File: config.mk
export PLATFORM = sky130hd
export DESIGN_NAME = cdc_a2s_rx_arbiter_flat
export DESIGN_NICKNAME = d
export VERILOG_FILES = /design/src/rtl/cdc_a2s_rx_arbiter_if.sv /design/src/rtl/cdc_a2s_rx_arbiter.sv /design/src/flat_wrapper.sv
export SDC_FILE = /design/constraint.sdc
export NUM_CORES = 1
export LEC_CHECK = 0
export CAP_MARGIN = 40
export CORE_AREA = 2 2 143 145
export DETAILED_ROUTE_END_ITERATION = 10
export DIE_AREA = 0 0 145 147
export DONT_BUFFER_PORTS = 1
export PLACE_DENSITY = 0.46
export SYNTH_ARGS = -nofsm -noshare
export SYNTH_HDL_FRONTEND = slang
export SYNTH_SLANG_ARGS = --single-unit
File: constraint.sdc
create_clock -name CLK -period 3.8 [get_ports CLK]
set_input_delay 0.76 -clock CLK [delete_from_list [all_inputs] [get_ports CLK]]
set_output_delay 0.76 -clock CLK [all_outputs]
set_load 0.01 [all_outputs]
File: src/rtl/cdc_a2s_rx_arbiter_if.sv
`default_nettype none
// ============================================================================
// Module   : cdc_a2s_rx_arbiter_if
// Brief    : Async-side channel handshake and sync-side valid/ready bundle.
// Revision : 1.0
// ============================================================================
interface cdc_a2s_rx_arbiter_if #(
    parameter int NCH = 4,
    parameter int DW  = 64,
    parameter int CW  = (NCH > 1) ? $clog2(NCH) : 1
);
    logic [NCH-1:0]    Si;
    logic [NCH*DW-1:0] Din;
    logic [NCH-1:0]    So;
    logic [DW-1:0]     Dout;
    logic [CW-1:0]     DoutCh;
    logic              DoutValid;
    logic              DoutReady;
    logic [31:0]       RxCount;

    modport master (
        output Si, Din, DoutReady,
        input  So, Dout, DoutCh, DoutValid, RxCount
    );

    modport slave (
        input  Si, Din, DoutReady,
        output So, Dout, DoutCh, DoutValid, RxCount
    );
endinterface
`default_nettype wire

File: src/rtl/cdc_a2s_rx_arbiter.sv
`default_nettype none
// ============================================================================
// Module   : cdc_a2s_rx_arbiter
// Brief    : Synchronizes NCH four-phase CDC requests, round-robin captures one
//            word per cycle into a valid/ready register and acknowledges it.
// Revision : 1.0
// ============================================================================
module cdc_a2s_rx_arbiter #(
    parameter int NCH         = 4,
    parameter int DW          = 64,
    parameter int SYNC_STAGES = 2
) (
    input  wire logic             CLK,
    input  wire logic             RESET,
    cdc_a2s_rx_arbiter_if.slave   bus
);
    localparam int CW = (NCH > 1) ? $clog2(NCH) : 1;

    logic [NCH-1:0] sync_q [SYNC_STAGES];
    logic [NCH-1:0] sync_d [SYNC_STAGES];
    logic [NCH-1:0] so_q, so_d;
    logic [DW-1:0]  dout_q, dout_d;
    logic [CW-1:0]  dout_ch_q, dout_ch_d;
    logic           valid_q, valid_d;
    logic [31:0]    rx_count_q, rx_count_d;
    logic [CW-1:0]  ptr_q, ptr_d;

    logic [NCH-1:0] ssync;
    logic [NCH-1:0] pending;
    logic           slot_free;
    logic           grant;
    logic [CW-1:0]  gnt_idx;
    logic [CW-1:0]  cand_idx;

    assign ssync     = sync_q[SYNC_STAGES-1];
    assign pending   = ssync & ~so_q;
    assign slot_free = ~valid_q | bus.DoutReady;

    always_comb begin
        sync_d[0] = bus.Si;
        for (int s = 1; s < SYNC_STAGES; s++) begin
            sync_d[s] = sync_q[s-1];
        end
    end

    // First pending channel at or above ptr, wrapping modulo NCH.
    always_comb begin
        grant    = 1'b0;
        gnt_idx  = '0;
        cand_idx = '0;
        for (int i = 0; i < NCH; i++) begin
            cand_idx = CW'((int'(ptr_q) + i) % NCH);
            if (!grant && slot_free && pending[cand_idx]) begin
                grant   = 1'b1;
                gnt_idx = cand_idx;
            end
        end
    end

    always_comb begin
        so_d       = so_q & ssync;
        dout_d     = dout_q;
        dout_ch_d  = dout_ch_q;
        ptr_d      = ptr_q;
        rx_count_d = rx_count_q + 32'(grant);
        valid_d    = (valid_q && bus.DoutReady) ? 1'b0 : valid_q;
        if (grant) begin
            so_d[gnt_idx] = 1'b1;
            dout_ch_d     = gnt_idx;
            ptr_d         = CW'((int'(gnt_idx) + 1) % NCH);
            valid_d       = 1'b1;
        end
        for (int k = 0; k < NCH; k++) begin
            if (grant && gnt_idx == CW'(k)) begin
                dout_d = bus.Din[k*DW +: DW];
            end
        end
    end

    always_ff @(posedge CLK or negedge RESET) begin
        if (!RESET) begin
            for (int s = 0; s < SYNC_STAGES; s++) begin
                sync_q[s] <= '0;
            end
            so_q       <= '0;
            dout_q     <= '0;
            dout_ch_q  <= '0;
            valid_q    <= 1'b0;
            rx_count_q <= '0;
            ptr_q      <= '0;
        end else begin
            for (int s = 0; s < SYNC_STAGES; s++) begin
                sync_q[s] <= sync_d[s];
            end
            so_q       <= so_d;
            dout_q     <= dout_d;
            dout_ch_q  <= dout_ch_d;
            valid_q    <= valid_d;
            rx_count_q <= rx_count_d;
            ptr_q      <= ptr_d;
        end
    end

    assign bus.So        = so_q;
    assign bus.Dout      = dout_q;
    assign bus.DoutCh    = dout_ch_q;
    assign bus.DoutValid = valid_q;
    assign bus.RxCount   = rx_count_q;
endmodule
`default_nettype wire

File: src/flat_wrapper.sv
// flat-port wrapper written by rule: the top's interface ports become plain ports
module cdc_a2s_rx_arbiter_flat 
#(
    parameter int NCH         = 4,
    parameter int DW          = 64,
    parameter int SYNC_STAGES = 2
)
  (CLK, RESET, bus_Si, bus_Din, bus_DoutReady, bus_So, bus_Dout, bus_DoutCh, bus_DoutValid, bus_RxCount);
  cdc_a2s_rx_arbiter_if #(.NCH(NCH), .DW(DW)) bus_i ();
  input  wire logic CLK;
  input  wire logic RESET;
  input wire logic [$bits(bus_i.Si)-1:0] bus_Si;
  input wire logic [$bits(bus_i.Din)-1:0] bus_Din;
  input wire logic [$bits(bus_i.DoutReady)-1:0] bus_DoutReady;
  output wire logic [$bits(bus_i.So)-1:0] bus_So;
  output wire logic [$bits(bus_i.Dout)-1:0] bus_Dout;
  output wire logic [$bits(bus_i.DoutCh)-1:0] bus_DoutCh;
  output wire logic [$bits(bus_i.DoutValid)-1:0] bus_DoutValid;
  output wire logic [$bits(bus_i.RxCount)-1:0] bus_RxCount;
  assign bus_i.Si = bus_Si;
  assign bus_i.Din = bus_Din;
  assign bus_i.DoutReady = bus_DoutReady;
  assign bus_So = bus_i.So;
  assign bus_Dout = bus_i.Dout;
  assign bus_DoutCh = bus_i.DoutCh;
  assign bus_DoutValid = bus_i.DoutValid;
  assign bus_RxCount = bus_i.RxCount;
  cdc_a2s_rx_arbiter #(.NCH(NCH), .DW(DW), .SYNC_STAGES(SYNC_STAGES)) u_core (.CLK(CLK), .RESET(RESET), .bus(bus_i));
endmodule
* After elaboration in Yosys (flattened, before gate mapping) *
Cells that the tools add are included.

storage, ports and cells
  flip-flop bits (word level) = 113
  output and inout port bits = 103
  logic and storage cells = 72

cells by class
  add/sub/neg operators = 5
  $lt $le $gt $ge = 6
  eq/ne operators = 3
  multiplexer cells = 25
  bitwise logic cells = 6
  reductions and logical operators = 19

operators by type and width
  kind                                                                count
  two-way mux 64 bit                                                  4
  adder 32 x 1 -> 32 bit                                              1
  less-than comparator 2 x 3 -> 1 bit (second input constant)         5
  logical AND 1 bit                                                   13
  two-way mux 1 bit                                                   11
  AND 4 bit                                                           2
  binary-select mux 1 bit (select 2 bit)                              4
  two-way mux 2 bit                                                   4
  adder 2 x 1 -> 2 bit (second input constant)                        2
  adder 2 bit (second input constant)                                 2
  equality test 2 bit (second input constant)                         2
  two-way mux 4 bit                                                   1
  inverter 4 bit                                                      1
  bitwise OR 4 bit                                                    1
  nonzero test 4 bit                                                  1
  zero test 1 bit                                                     3
  demux 1 bit (select 2 bit)                                          1
  equality test 2 x 1 -> 1 bit (second input constant)                1
  greater-or-equal comparator 2 x 1 -> 1 bit (second input constant)  1
  zero test 2 bit                                                     1
  nonzero test 2 bit                                                  1
  inverter 1 bit                                                      1
  bitwise OR 1 bit                                                    1

* Depth between registers and ports, before layout *
Gate-level depths: netlist of the first run.

  depth after elaboration = 24
  gate-level depth with buffers = 13
  mapped depth without buffers = 10

* Least setup slack after synthesis of the first run *
OpenSTA, ideal clock, no wires.

  path kind = input -> register
  start point = input bus_DoutReady
  end point = register u_core.dout_q[12] (netlist: u_core.bus.Dout[12])
  library setup time = 0.126 ns
  data arrival time = 2.743 ns
  required time = 3.674 ns
  path slack = 0.932 ns
  cell stages on the path = 12
  buffers on the path = 2
  cells stage by stage = nor2b_1 a31oi_1 o211ai_1 a211oi_1 o21ai_0 ha_1 clkbuf_1 nand2_1 buf_2 mux2_2 o21ai_0 a21oi_1

between the ends
  longest elaborated chain between the ends = 20

ends and longest elaborated chain
  element                           line                      RTL
  from (decl)                       flat_wrapper.sv:14        input wire logic [$bits(bus_i.DoutReady)-1:0] bus_DoutReady;
  bitwise OR 1 bit (*)              cdc_a2s_rx_arbiter.sv:37  assign slot_free = ~valid_q | bus.DoutReady;
  logical AND 1 bit                 cdc_a2s_rx_arbiter.sv:53  if (!grant && slot_free && pending[cand_idx]) begin
  two-way mux 1 bit                 cdc_a2s_rx_arbiter.sv:53
  zero test 1 bit                   cdc_a2s_rx_arbiter.sv:53
  logical AND 1 bit (2 in series)   cdc_a2s_rx_arbiter.sv:53
  two-way mux 1 bit                 cdc_a2s_rx_arbiter.sv:53
  zero test 1 bit                   cdc_a2s_rx_arbiter.sv:53
  logical AND 1 bit (2 in series)   cdc_a2s_rx_arbiter.sv:53
  two-way mux 1 bit                 cdc_a2s_rx_arbiter.sv:53
  zero test 1 bit                   cdc_a2s_rx_arbiter.sv:53
  logical AND 1 bit (2 in series)   cdc_a2s_rx_arbiter.sv:53
  two-way mux 2 bit                 cdc_a2s_rx_arbiter.sv:53
  equality test 2 x 1 -> 1 bit      cdc_a2s_rx_arbiter.sv:74  if (grant && gnt_idx == CW'(k)) begin
  logical AND 1 bit                 cdc_a2s_rx_arbiter.sv:74
  two-way mux 64 bit (3 in series)  cdc_a2s_rx_arbiter.sv:74
  to (signal assigned)              cdc_a2s_rx_arbiter.sv:96  dout_q <= dout_d;
  to (decl)                         cdc_a2s_rx_arbiter.sv:22  logic [DW-1:0] dout_q, dout_d;

Mark *: on every way between the ends. The rest lies on a longest branch, timed or not.
A chain may end at the register's enable or synchronous reset.

* Worst setup path after layout of the first run *
  start point = register u_core.so_q[3] (netlist: u_core.bus.So[3])
  end point = register u_core.dout_q[1] (netlist: u_core.bus.Dout[1])

between the ends
  longest elaborated chain between the ends = 23

ends and longest elaborated chain
  element                                  line                      RTL
  from (decl)                              cdc_a2s_rx_arbiter.sv:21  logic [NCH-1:0] so_q, so_d;
  from (signal assigned)                   cdc_a2s_rx_arbiter.sv:85  so_q <= '0;
  from (signal assigned)                   cdc_a2s_rx_arbiter.sv:95  so_q <= so_d;
  inverter 4 bit (*)                       cdc_a2s_rx_arbiter.sv:36  assign pending = ssync & ~so_q;
  AND 4 bit (*)                            cdc_a2s_rx_arbiter.sv:36
  binary-select mux 1 bit (select 2 bit)   cdc_a2s_rx_arbiter.sv:53
  two-way mux 1 bit (implied by the code)  cdc_a2s_rx_arbiter.sv:53
  logical AND 1 bit                        cdc_a2s_rx_arbiter.sv:53
  two-way mux 1 bit                        cdc_a2s_rx_arbiter.sv:53
  zero test 1 bit                          cdc_a2s_rx_arbiter.sv:53
  logical AND 1 bit (2 in series)          cdc_a2s_rx_arbiter.sv:53
  (+2 left out)                            --
  logical AND 1 bit (2 in series)          cdc_a2s_rx_arbiter.sv:53
  two-way mux 1 bit                        cdc_a2s_rx_arbiter.sv:53
  zero test 1 bit                          cdc_a2s_rx_arbiter.sv:53
  logical AND 1 bit (2 in series)          cdc_a2s_rx_arbiter.sv:53
  two-way mux 2 bit                        cdc_a2s_rx_arbiter.sv:53
  equality test 2 x 1 -> 1 bit             cdc_a2s_rx_arbiter.sv:74
  logical AND 1 bit                        cdc_a2s_rx_arbiter.sv:74
  two-way mux 64 bit (3 in series)         cdc_a2s_rx_arbiter.sv:74

Mark *: on every way between the ends. The rest lies on a longest branch, timed or not. The select of a mux whose other input is x is not followed.

==> results of run 1 <==
## path summary, 6_finish.rpt
| check | start | end | slack [ns] | cells past startpoint |
|---|---|---|---|---|
| setup / recovery | u_core.bus.So[3] | u_core.bus.Dout[1] | 0.42 | 11 |
| hold / removal | RESET | u_core.bus.Dout[24] | 0.04 | 0 |
| setup reg to reg | u_core.bus.So[3] | u_core.bus.Dout[1] | 0.42 | 11 |
| hold reg to reg | u_core.sync_d[1] | u_core.ssync[1] | 0.35 | 0 |
| max in group asynchronous | RESET | u_core.bus.So[0] | 3.61 | 0 |
| min in group CLK | u_core.sync_d[1] | u_core.ssync[1] | 0.35 | 0 |
## worst max-delay path, delay by kind of cell, from the launching register on
kind	cells	cell delay, ns
adders and majority gates	1	0.22
DFF	1	0.44
AOI/OAI and AO/OA	6	1.27
and+or+nand+nor	2	0.69
buffers and inverters	1	0.28
muxes	1	0.34
## through the flow
step / area [sq um] / worst slack, ns / cells
after floorplan: 6470 / 0.932 / 710
after global placement: 6710 / 0.421 / 938
after detailed placement: 6710 / 0.275 / 938
after CTS: 7340 / 0.291 / 970
after global routing: 7350 / 0.0880 / 971
final: 7350 / 0.419 / 972
## sequential cells by signal, summed over array words and instances, names as in the netlist
register,cells
u_core.bus.DoutCh,2
u_core.bus.RxCount,32
u_core.bus.DoutValid,1
u_core.ptr_q,2
u_core.ssync,4
u_core.bus.Dout,64
u_core.bus.So,4
u_core.sync_d,4
## where the power goes
group,internal [mW],leakage [nW],switching [mW]
combinational,0.979,1.22,1.32
clock,1.08,0.313,0.652
sequential,1.63,1.41,0.620
## per-layer routing
layer  global-route usage  vias up  wire length [um]
met4               0.0619        0               296
met1                0.216     2402              7840
met5                    0        -                 0
met3               0.0724       20              1820
li1                     -     2430                 -
met2                0.310      272              9810
## cells in the final DEF (no fill, tap or decap), types with 2 or more instances in the layout
master / Yosys / layout
nand2_1: 117 / 117
dfrtp_1: 113 / 113
mux2i_1: 98 / 98
o21ai_0: 80 / 80
a21oi_1: 50 / 50
o21ai_1: 37 / 37
xnor2_1: 24 / 24
nor2_1: 21 / 21
clkbuf_16: 0 / 17
inv_1: 16 / 16
nand3_1: 15 / 15
mux2_2: 15 / 15
nor2b_1: 7 / 7
nand4_1: 7 / 7
and3_1: 6 / 6
xor2_1: 6 / 6
inv_6: 0 / 6
buf_4: 0 / 6
nand2b_1: 5 / 5
and4_1: 4 / 4
a22o_1: 4 / 4
ha_1: 7 / 4
nor3b_1: 3 / 3
a211oi_1: 3 / 3
nor3_1: 3 / 3
ha_4: 0 / 3
inv_8: 0 / 3
bufinv_16: 0 / 3
diode_2: 0 / 2
and2_1: 2 / 2
a31oi_1: 2 / 2
clkinv_4: 0 / 2
buf_12: 0 / 2
## final cells by class
class | count | area, sq um
Inverter | 17 | 63.8
Clock inverter | 14 | 194
Fill cell | 2012 | 12500
Clock buffer | 18 | 439
Sequential cell | 113 | 2830
Antenna cell | 2 | 5.00
Timing Repair Buffer | 9 | 96.3
Multi-Input combinational cell | 529 | 3390
Tap cell | 270 | 338
## cell families (layout without fill, tap and decap cells)
| logic type | Yosys count | in the layout | synth area share |
|---|---|---|---|
| compound gates | 185 | 185 | 0.152 |
| other cells | 0 | 2 | 0 |
| simple gates | 194 | 194 | 0.134 |
| xor+xnor | 30 | 30 | 0.0406 |
| buf+inv | 68 | 58 | 0.0454 |
| mux | 113 | 113 | 0.178 |
| flops | 113 | 113 | 0.437 |
| fa+ha+maj | 7 | 7 | 0.0135 |
## what timing repair did
item	CTS	global route
resized for setup	0	1
buffers inserted	0	0
endpoints found under the setup margin	0	16
==> out/results.ini, run 1 <==
[clock_tree]
numCtsBuffers=17
cts-root-buf=clkbuf_16
cts_tree=done
ctsHoldBuffers=0
cts.path.max_buffers=2
cts-htree-levels=4
cts.sinks=113
clk_latency_ns=0.42
cts.clk_slew.worst_paths_ns=0.06

[final_layout]
final_util=0.370
nets=957
area_growth_pct=13.6
drive_gt1_frac=0.0886

[synth]
syn_inst=710
yosysTopAreaCell=dfrtp_1
ys.flop_type=dfrtp_1
synth_top_cell_area_share=0.437
yosysSeqAreaShare=0.437
yosys_register_bits=113
synthesis.nets=980
synth_edf_count=0
netlist_area_sq_um=6470
ys_types=42
synthMostInstantiatedCell=nand2_1
yosysWarnings=0
synth.avg_cell_area_sq_um=9.11
synth.area.top_cells=dfrtp_1, mux2i_1, nand2_1
synthArstFlopShare=1.00
synthTopCellsByCount=nand2_1, dfrtp_1, mux2i_1, o21ai_0, a21oi_1

[timing]
fin_crit_sh=0.890
tns_ns=0
hold_violations=0
rsz0062_at_grt=no
finalSetupViolCount=0
tightest_slew_ns=0.677
fin_skew_ns=0.0118
worst_hold_slack_ns=0.0360
max_freq_mhz=296
slew_violations=0
finalCriticalPeriod_ns=3.38
slew_headroom=0.548

[place]
portBuffers=0
gp_congestion=0.829
hpwl_um=15000

[grt]
grt_pass1_wl_um=30200
grt_max_degree=114
first_global_vias=5113
track_usage=0.184
overflow=0
grt_antenna_before_repair=2

[critical_path]
cp_max_fo=9
end_kind=flip-flop
cp-start-kind=flip-flop
arrival_ns=3.68
crit_chain=nand2b_1 -> a211oi_1 -> a311oi_1 -> a211oi_1 -> o21ai_0 -> ha_4 -> nand2_1 -> buf_4 -> mux2_2 -> o21ai_0 -> a21oi_1
required_ns=4.10
critical-path-slowest-cell=dfrtp_1
max_stage_delay_ns=0.44
path_class=flip-flop to flip-flop

[routing]
wl_per_cell_um=20.3
ant_nets=0
drt_iter0_markers=228
firstDrtPassIters=4
vias_per_cell=5.27
via_count=5124
drc=0
routed_wl_um=19800

[floorplan]
fp.dieW_um=145
io_pins=366
dieArea_sq_um=21300
die-height_um=147
floorplan.initialDensity=0.326
fp-row-count=52
core_sq_um=19800

[pwr]
power_density_nw_per_um2=854
ir_drop_mv=0.418
total_power_mw=6.28
leakagePower_nw=2.94

[flow_run]
cap_viol_max_count=0

[worst_hold_path]
hold_path.class=input port to async pin

[status]
status=completed

Power figures use the tool's default switching activity.
==> run 2: changes to the inputs <==
- CORE_AREA: 2 2 143 145 -> 2 2 142 144
- DIE_AREA: 0 0 145 147 -> 0 0 144 146
==> run 2 against run 1 <==
Sequential cell count unchanged. Clock skew decreased by 0.0025 ns. Wire length decreased by 3.6%. Setup slack improved by 0.16 ns. Clock-buffer cell count decreased by 1. Via count decreased by 0.86%. Clock power decreased by 13%. Critical path depth unchanged. Fmax increased by 5.0%. Total power decreased by 2.7%. Non-clock buffer count increased by 2. Largest power group unchanged.
==> out/results.ini, run 2 (synthesis results as in run 1) <==
[status]
status=completed

[critical_path]
required_ns=4.09  ; about the same
end_kind=flip-flop
path_class=flip-flop to flip-flop
max_stage_delay_ns=0.45  ; about the same
cp-start-kind=flip-flop
cp_max_fo=10  ; +1
arrival_ns=3.51  ; -0.17 ns
critical-path-slowest-cell=dfrtp_1
crit_chain=nand2b_1 -> a211oi_1 -> a311oi_1 -> a211oi_1 -> o21ai_0 -> ha_4 -> nand2_1 -> buf_12 -> mux2_2 -> o21ai_0 -> a21oi_1

[routing]
drt_iter0_markers=164  ; -28%
ant_nets=0  ; unchanged
drc=0  ; unchanged
wl_per_cell_um=19.7  ; -3.3%
vias_per_cell=5.24  ; -0.55%
routed_wl_um=19100  ; -3.6%
via_count=5080  ; -0.86%
firstDrtPassIters=6  ; +2

[place]
portBuffers=0  ; unchanged
dp_worst_setup_slack_ns=0.625  ; +0.350 ns
gp_congestion=0.870  ; +4.9%
hpwl_um=14400  ; -3.7%

[clock_tree]
cts-htree-levels=4  ; unchanged
numCtsBuffers=17  ; unchanged
ctsResizeCount=0  ; unchanged
cts_tree=done
clk_latency_ns=0.41  ; about the same
cts.sinks=113  ; unchanged
ctsHoldBuffers=0  ; unchanged
cts.clk_slew.worst_paths_ns=0.06  ; about the same
cts.path.max_buffers=2  ; unchanged
cts-root-buf=clkbuf_16
cts_setup_buffers=0  ; unchanged

[floorplan]
die-height_um=146  ; -0.68%
dieArea_sq_um=21000  ; -1.4%
fp-row-count=51  ; -1.9%
io_pins=366  ; unchanged
core_sq_um=19300  ; -2.6%
floorplan.initialDensity=0.335  ; +0.00859
fp.dieW_um=144  ; -0.69%

[pwr]
leakagePower_nw=2.92  ; -0.69%
power_density_nw_per_um2=834  ; -2.3%
ir_drop_mv=0.293  ; -30%
total_power_mw=6.11  ; -2.7%

[final_layout]
drive_gt1_frac=0.0912  ; +0.00260
final_common_cell=nand2_1
final_cell_mix=nand2_1, dfrtp_1, mux2i_1
final_util=0.379  ; +0.00814
largest_reg_flops=64  ; unchanged
nets=959  ; +0.21%
area_growth_pct=13.2

[timing]
worst_slack_ns=0.578  ; +0.160 ns
tns_ns=0  ; unchanged
rsz0062_at_grt=no
slew_violations=0  ; unchanged
slew_headroom=0.607  ; +0.0588
worst_hold_slack_ns=0.0343  ; -0.00176 ns
hold_violations=0  ; unchanged
finalSetupViolCount=0  ; unchanged
finalCriticalPeriod_ns=3.22  ; -0.160 ns
fin_crit_sh=0.848  ; -0.0420
fin_skew_ns=0.00931  ; -0.00249 ns
max_freq_mhz=310  ; +5.0%
tightest_slew_ns=0.589  ; -0.0883 ns

[grt]
track_usage=0.176  ; -0.00846
overflow=0  ; unchanged
grt_pass1_wl_um=28000  ; -7.0%
first_global_vias=5090  ; -0.45%
grt_antenna_before_repair=2  ; unchanged
grt_max_degree=114  ; unchanged

[worst_hold_path]
hold_path.class=input port to async pin

[flow_run]
cap_viol_max_count=0  ; unchanged

run 2: final timing paths:
kind,depth (start not counted),to,slack (ns),from
worst min-delay path,0,u_core.bus.RxCount[14],0.03,RESET
max in group asynchronous,0,u_core.bus.Dout[24],3.54,RESET
min in group CLK,0,u_core.ssync[0],0.35,u_core.sync_d[0]
worst min register to register,0,u_core.ssync[0],0.35,u_core.sync_d[0]
worst max register to register,11,u_core.bus.Dout[7],0.58,u_core.bus.So[3]
worst max-delay path,11,u_core.bus.Dout[7],0.58,u_core.bus.So[3]
run 2: layer usage:
layer / part of all wire / vias up / global-route usage
li1: - / 2443 / -
met3: 0.085 / 23 / 0.0576
met1: 0.37 / 2345 / 0.188
met5: 0 / - / 0
met2: 0.53 / 269 / 0.320
met4: 0.017 / 0 / 0.0642
run 2: cell type report:
cell class | count | area [sq um]
inverters | 17 | 63.8
flip-flops and latches | 113 | 2830
well taps | 265 | 332
multi-input cells | 529 | 3390
clock buffers | 17 | 425
fillers | 1964 | 12000
clock inverters | 15 | 134
repair buffers | 11 | 145
diodes | 2 | 5.00
run 2: critical path, delay by kind of cell, from the launching register on:
| kind | cells | cell delay (ns) |
|---|---|---|
| AO/OA/AOI/OAI | 6 | 1.31 |
| adder cells (fa/ha/maj) | 1 | 0.22 |
| multiplexers | 1 | 0.33 |
| flip-flops | 1 | 0.45 |
| buffers and inverters | 1 | 0.20 |
| AND/OR/NAND/NOR | 2 | 0.59 |
run 2: metrics by stage:
stage,std cells,cell area (sq um)
6_report,969,7320
5_1_grt,969,7320
4_1_cts,967,7320
3_5_place_dp,935,6760
3_3_place_gp,935,6760
2_1_floorplan,710,6470
run 2: power breakdown:
group,switching [mW],internal [mW]
Clock,0.607,0.902
Sequential,0.621,1.63
Combinational,1.32,1.03
Total,2.55,3.56
==> run 3: changes to the inputs <==
- ABC_AREA: unset -> 1
- CORE_AREA: 2 2 142 144 -> 2 2 132 160
- DIE_AREA: 0 0 144 146 -> 0 0 134 162
- PLACE_DENSITY: 0.46 -> 0.53
- clock period: 3.8 -> 3 ns (I/O delays scaled with it)
==> run 3 against run 2 <==
The run now ends with negative hold slack left. Cell count grew 58%. Non-clock buffer count increased by 21. Clock skew down 0.0020 ns. Sequential cell count is the same. Area after synthesis rose by 23%. Largest cell class unchanged. Largest power group unchanged. Highest routed layer unchanged.
==> out/results.ini, run 3 <==
[timing]
fin_crit_sh=0.929  ; +0.0809
finalSetupViolCount=0  ; unchanged
hold_violations=113  ; +113
worst_hold_slack_ns=-0.123  ; -0.157 ns
slew_violations=0  ; unchanged
worst_slack_ns=0.214  ; -0.364 ns
slew_headroom=0.534  ; -0.0729
tns_ns=0  ; unchanged
max_freq_mhz=359  ; +16%
tightest_slew_ns=0.698  ; +0.109 ns
finalCriticalPeriod_ns=2.79  ; -0.436 ns
fin_skew_ns=0.00732  ; -0.00200 ns

[final_layout]
design_area_sq_um=9020  ; +23%
area_growth_pct=13.1  ; about the same
final_common_cell=nand2_1
largest_reg_flops=64  ; unchanged
nets=1526  ; +59%
final_cell_mix=nand2_1, inv_1, nand3_1
diodes=0  ; -2
final_util=0.450  ; +0.0715
n_fill_cell=2195  ; +12%
final_cell_count_no_fill=1534  ; +58%
area.sequential_sq_um=2830  ; about the same
drive_gt1_frac=0.0820  ; -0.00921
multiInputGateArea_sq_um=3790  ; +12%

[synth]
synthMostInstantiatedCell=nand2_1
synthTopCellsByCount=nand2_1, inv_1, nand3_1, dfrtp_1, a21oi_1
yosysWarnings=0  ; unchanged
ys.flop_type=dfrtp_1
ys_types=28  ; -33%
synth_top_cell_area_share=0.355  ; -0.0825
synthArstFlopShare=1.00  ; unchanged
synth.avg_cell_area_sq_um=6.25  ; -31%
syn_inst=1277  ; +80%
synth_edf_count=0  ; unchanged
netlist_area_sq_um=7980  ; +23%
yosys_register_bits=113  ; unchanged
yosysSeqAreaShare=0.355  ; -0.0825
synthesis.nets=1547  ; +58%
synth.area.top_cells=dfrtp_1, nand2_1, nand3_1
yosysTopAreaCell=dfrtp_1

[place]
hpwl_um=17700  ; +23%
portBuffers=0  ; unchanged
gp_congestion=0.899  ; +3.4%
dp_worst_setup_slack_ns=-0.0262  ; -0.652 ns
placed_area_sq_um=8260  ; +22%
placedCellCount=1496  ; +60%

[clock_tree]
cts.clk_slew.worst_paths_ns=0.06  ; about the same
cts-root-buf=clkbuf_16
cts_tree=done
numCtsBuffers=17  ; unchanged
cts-htree-levels=4  ; unchanged
cts.sinks=113  ; unchanged
clk_latency_ns=0.41  ; about the same
cts.path.max_buffers=2  ; unchanged

[floorplan]
fp-row-count=57  ; +12%
core_sq_um=20000  ; +3.6%
floorplan.initialDensity=0.398  ; +0.0634
dieArea_sq_um=21700  ; +3.3%
io_pins=366  ; unchanged
die-height_um=162  ; +11%
fp.dieW_um=134  ; -6.9%

[critical_path]
ff2ff_setup_slack_ns=0.21  ; -0.36 ns
critical-path-slowest-cell=dfrtp_2
arrival_ns=3.08  ; -0.43 ns
rr_startpoint=u_core.ptr_q[0]
worstRegToRegCells=18  ; +7
path_buf_inv=1  ; unchanged
required_ns=3.30  ; -0.79 ns
end_kind=flip-flop
cp_max_fo=8  ; -2
cp-start-kind=flip-flop
path_class=flip-flop to flip-flop
cp_top_family=simple AND/OR/NAND/NOR gates
crit_chain=inv_4 -> nand3_1 -> nand3_1 -> nand2_2 -> nor2_4 -> nor2_2 -> o21ai_4 -> ha_4 -> ha_4 -> nand3_2 -> nand3b_1 -> nor2_4 -> nand2_2 -> nor2_4 -> nand4_1 -> nor2_2 -> nand2_1 -> xor2_1
crit_path_frequent_cell=nor2_4
max_stage_delay_ns=0.47  ; +0.02 ns
r2r_end=u_core.bus.RxCount[28]

[routing]
dr.max_layer_used=met4
routed_wl_um=25400  ; +33%
drt_iter0_markers=394  ; +140%
wl_met1_um=9960  ; +42%
route.met2.wl_um=12800  ; +27%
vias_per_cell=4.98  ; -5.0%
drc=0  ; unchanged
firstDrtPassIters=6  ; unchanged
via_count=7641  ; +50%
ant_nets=0  ; unchanged
wl_met3_um=2080  ; +28%
wl_per_cell_um=16.5  ; -16%

[pwr]
power_density_nw_per_um2=1650  ; +97%
total_power_mw=14.8  ; +140%
leakagePower_nw=5.42  ; +86%
ir_drop_mv=0.990  ; +240%

[grt]
track_usage=0.230  ; +0.0538
grt_max_degree=137  ; +20%
overflow=0  ; unchanged
first_global_vias=7282  ; +43%
grt_antenna_before_repair=0  ; -2
grt_pass1_wl_um=38900  ; +39%

[flow_run]
cap_viol_max_count=0  ; unchanged

[status]
status=complete, but fails checks
violations=negative hold slack

[worst_hold_path]
hold_path.class=input port to async pin

## run 3: cell types whose count changed in the layout (fill, tap and decap cells not counted), moves of 8 or more
cell     delta
nand2_1   +313
inv_1     +269
nand3_1   +197
mux2i_1    -98
o21ai_0    -78
o21ai_1    -37
buf_4      +18
a21oi_1    +16
mux2_2     -15
xnor2_1    -13
nor2_1     -11
xor2_1     +11
nand2_2     +8
## run 3: cell families (layout without fill, tap and decap cells)
kind of cell / after synthesis / after routing / share of synthesized area
AND/OR/NAND/NOR: 698 / 698 / 0.370
AO/OA/AOI/OAI: 71 / 71 / 0.0458
flip-flops: 113 / 113 / 0.355
XOR/XNOR: 28 / 28 / 0.0307
buffers and inverters: 360 / 352 / 0.188
adder cells (fa/ha/maj): 7 / 7 / 0.0110
## run 3: worst register-to-register path: cells and delay by family, from the launching register on
family	cells	cell delay, ns
AO/OA/AOI/OAI	1	0.09
XOR/XNOR	1	0.14
adder cells (fa/ha/maj)	2	0.30
buffers and inverters	1	0.11
flip-flops	1	0.47
AND/OR/NAND/NOR	13	1.57
## run 3: how the worst max path moves through the flow
stage                          from                     end  slack, ns  depth (start not counted)
floorplan             bus_DoutReady  u_core.bus.RxCount[28]       0.02                         19
detailed placement    bus_DoutReady     u_core.bus.Dout[37]      -0.03                         15
finish              u_core.ptr_q[0]  u_core.bus.RxCount[28]       0.21                         18
global placement      bus_DoutReady     u_core.bus.Dout[37]      -0.02                         15
CTS                 u_core.ptr_q[0]  u_core.bus.RxCount[31]       0.03                         18
global route        u_core.ptr_q[0]     u_core.bus.Dout[17]      -0.06                         18
## run 3: what timing repair did
action | CTS | global route
setup endpoints to repair | 0 | 77
gates resized for setup | 0 | 19
buffers inserted | 0 | 6
endpoints found under the hold margin | 113 | 113
## run 3: final cells by class
| cell class | instances | share of cell area |
|---|---|---|
| clock inverters | 13 | 0.0232 |
| flip-flops and latches | 113 | 0.314 |
| well taps | 265 | 0.0368 |
| multi-input cells | 804 | 0.420 |
| inverters | 288 | 0.120 |
| clock buffers | 19 | 0.0480 |
| repair buffers | 32 | 0.0377 |
## run 3: report_power, final
group | internal, mW | leakage (nW) | switching (mW)
registers | 2.24 | 1.37 | 0.784
clock network | 1.48 | 0.304 | 0.746
logic | 3.26 | 3.75 | 6.34
## run 3: metal layers
metal	up-vias	GRT usage
li1	3779	-
met1	3489	0.266
met2	341	0.399
met3	32	0.0733
met4	0	0.0798
met5	-	0
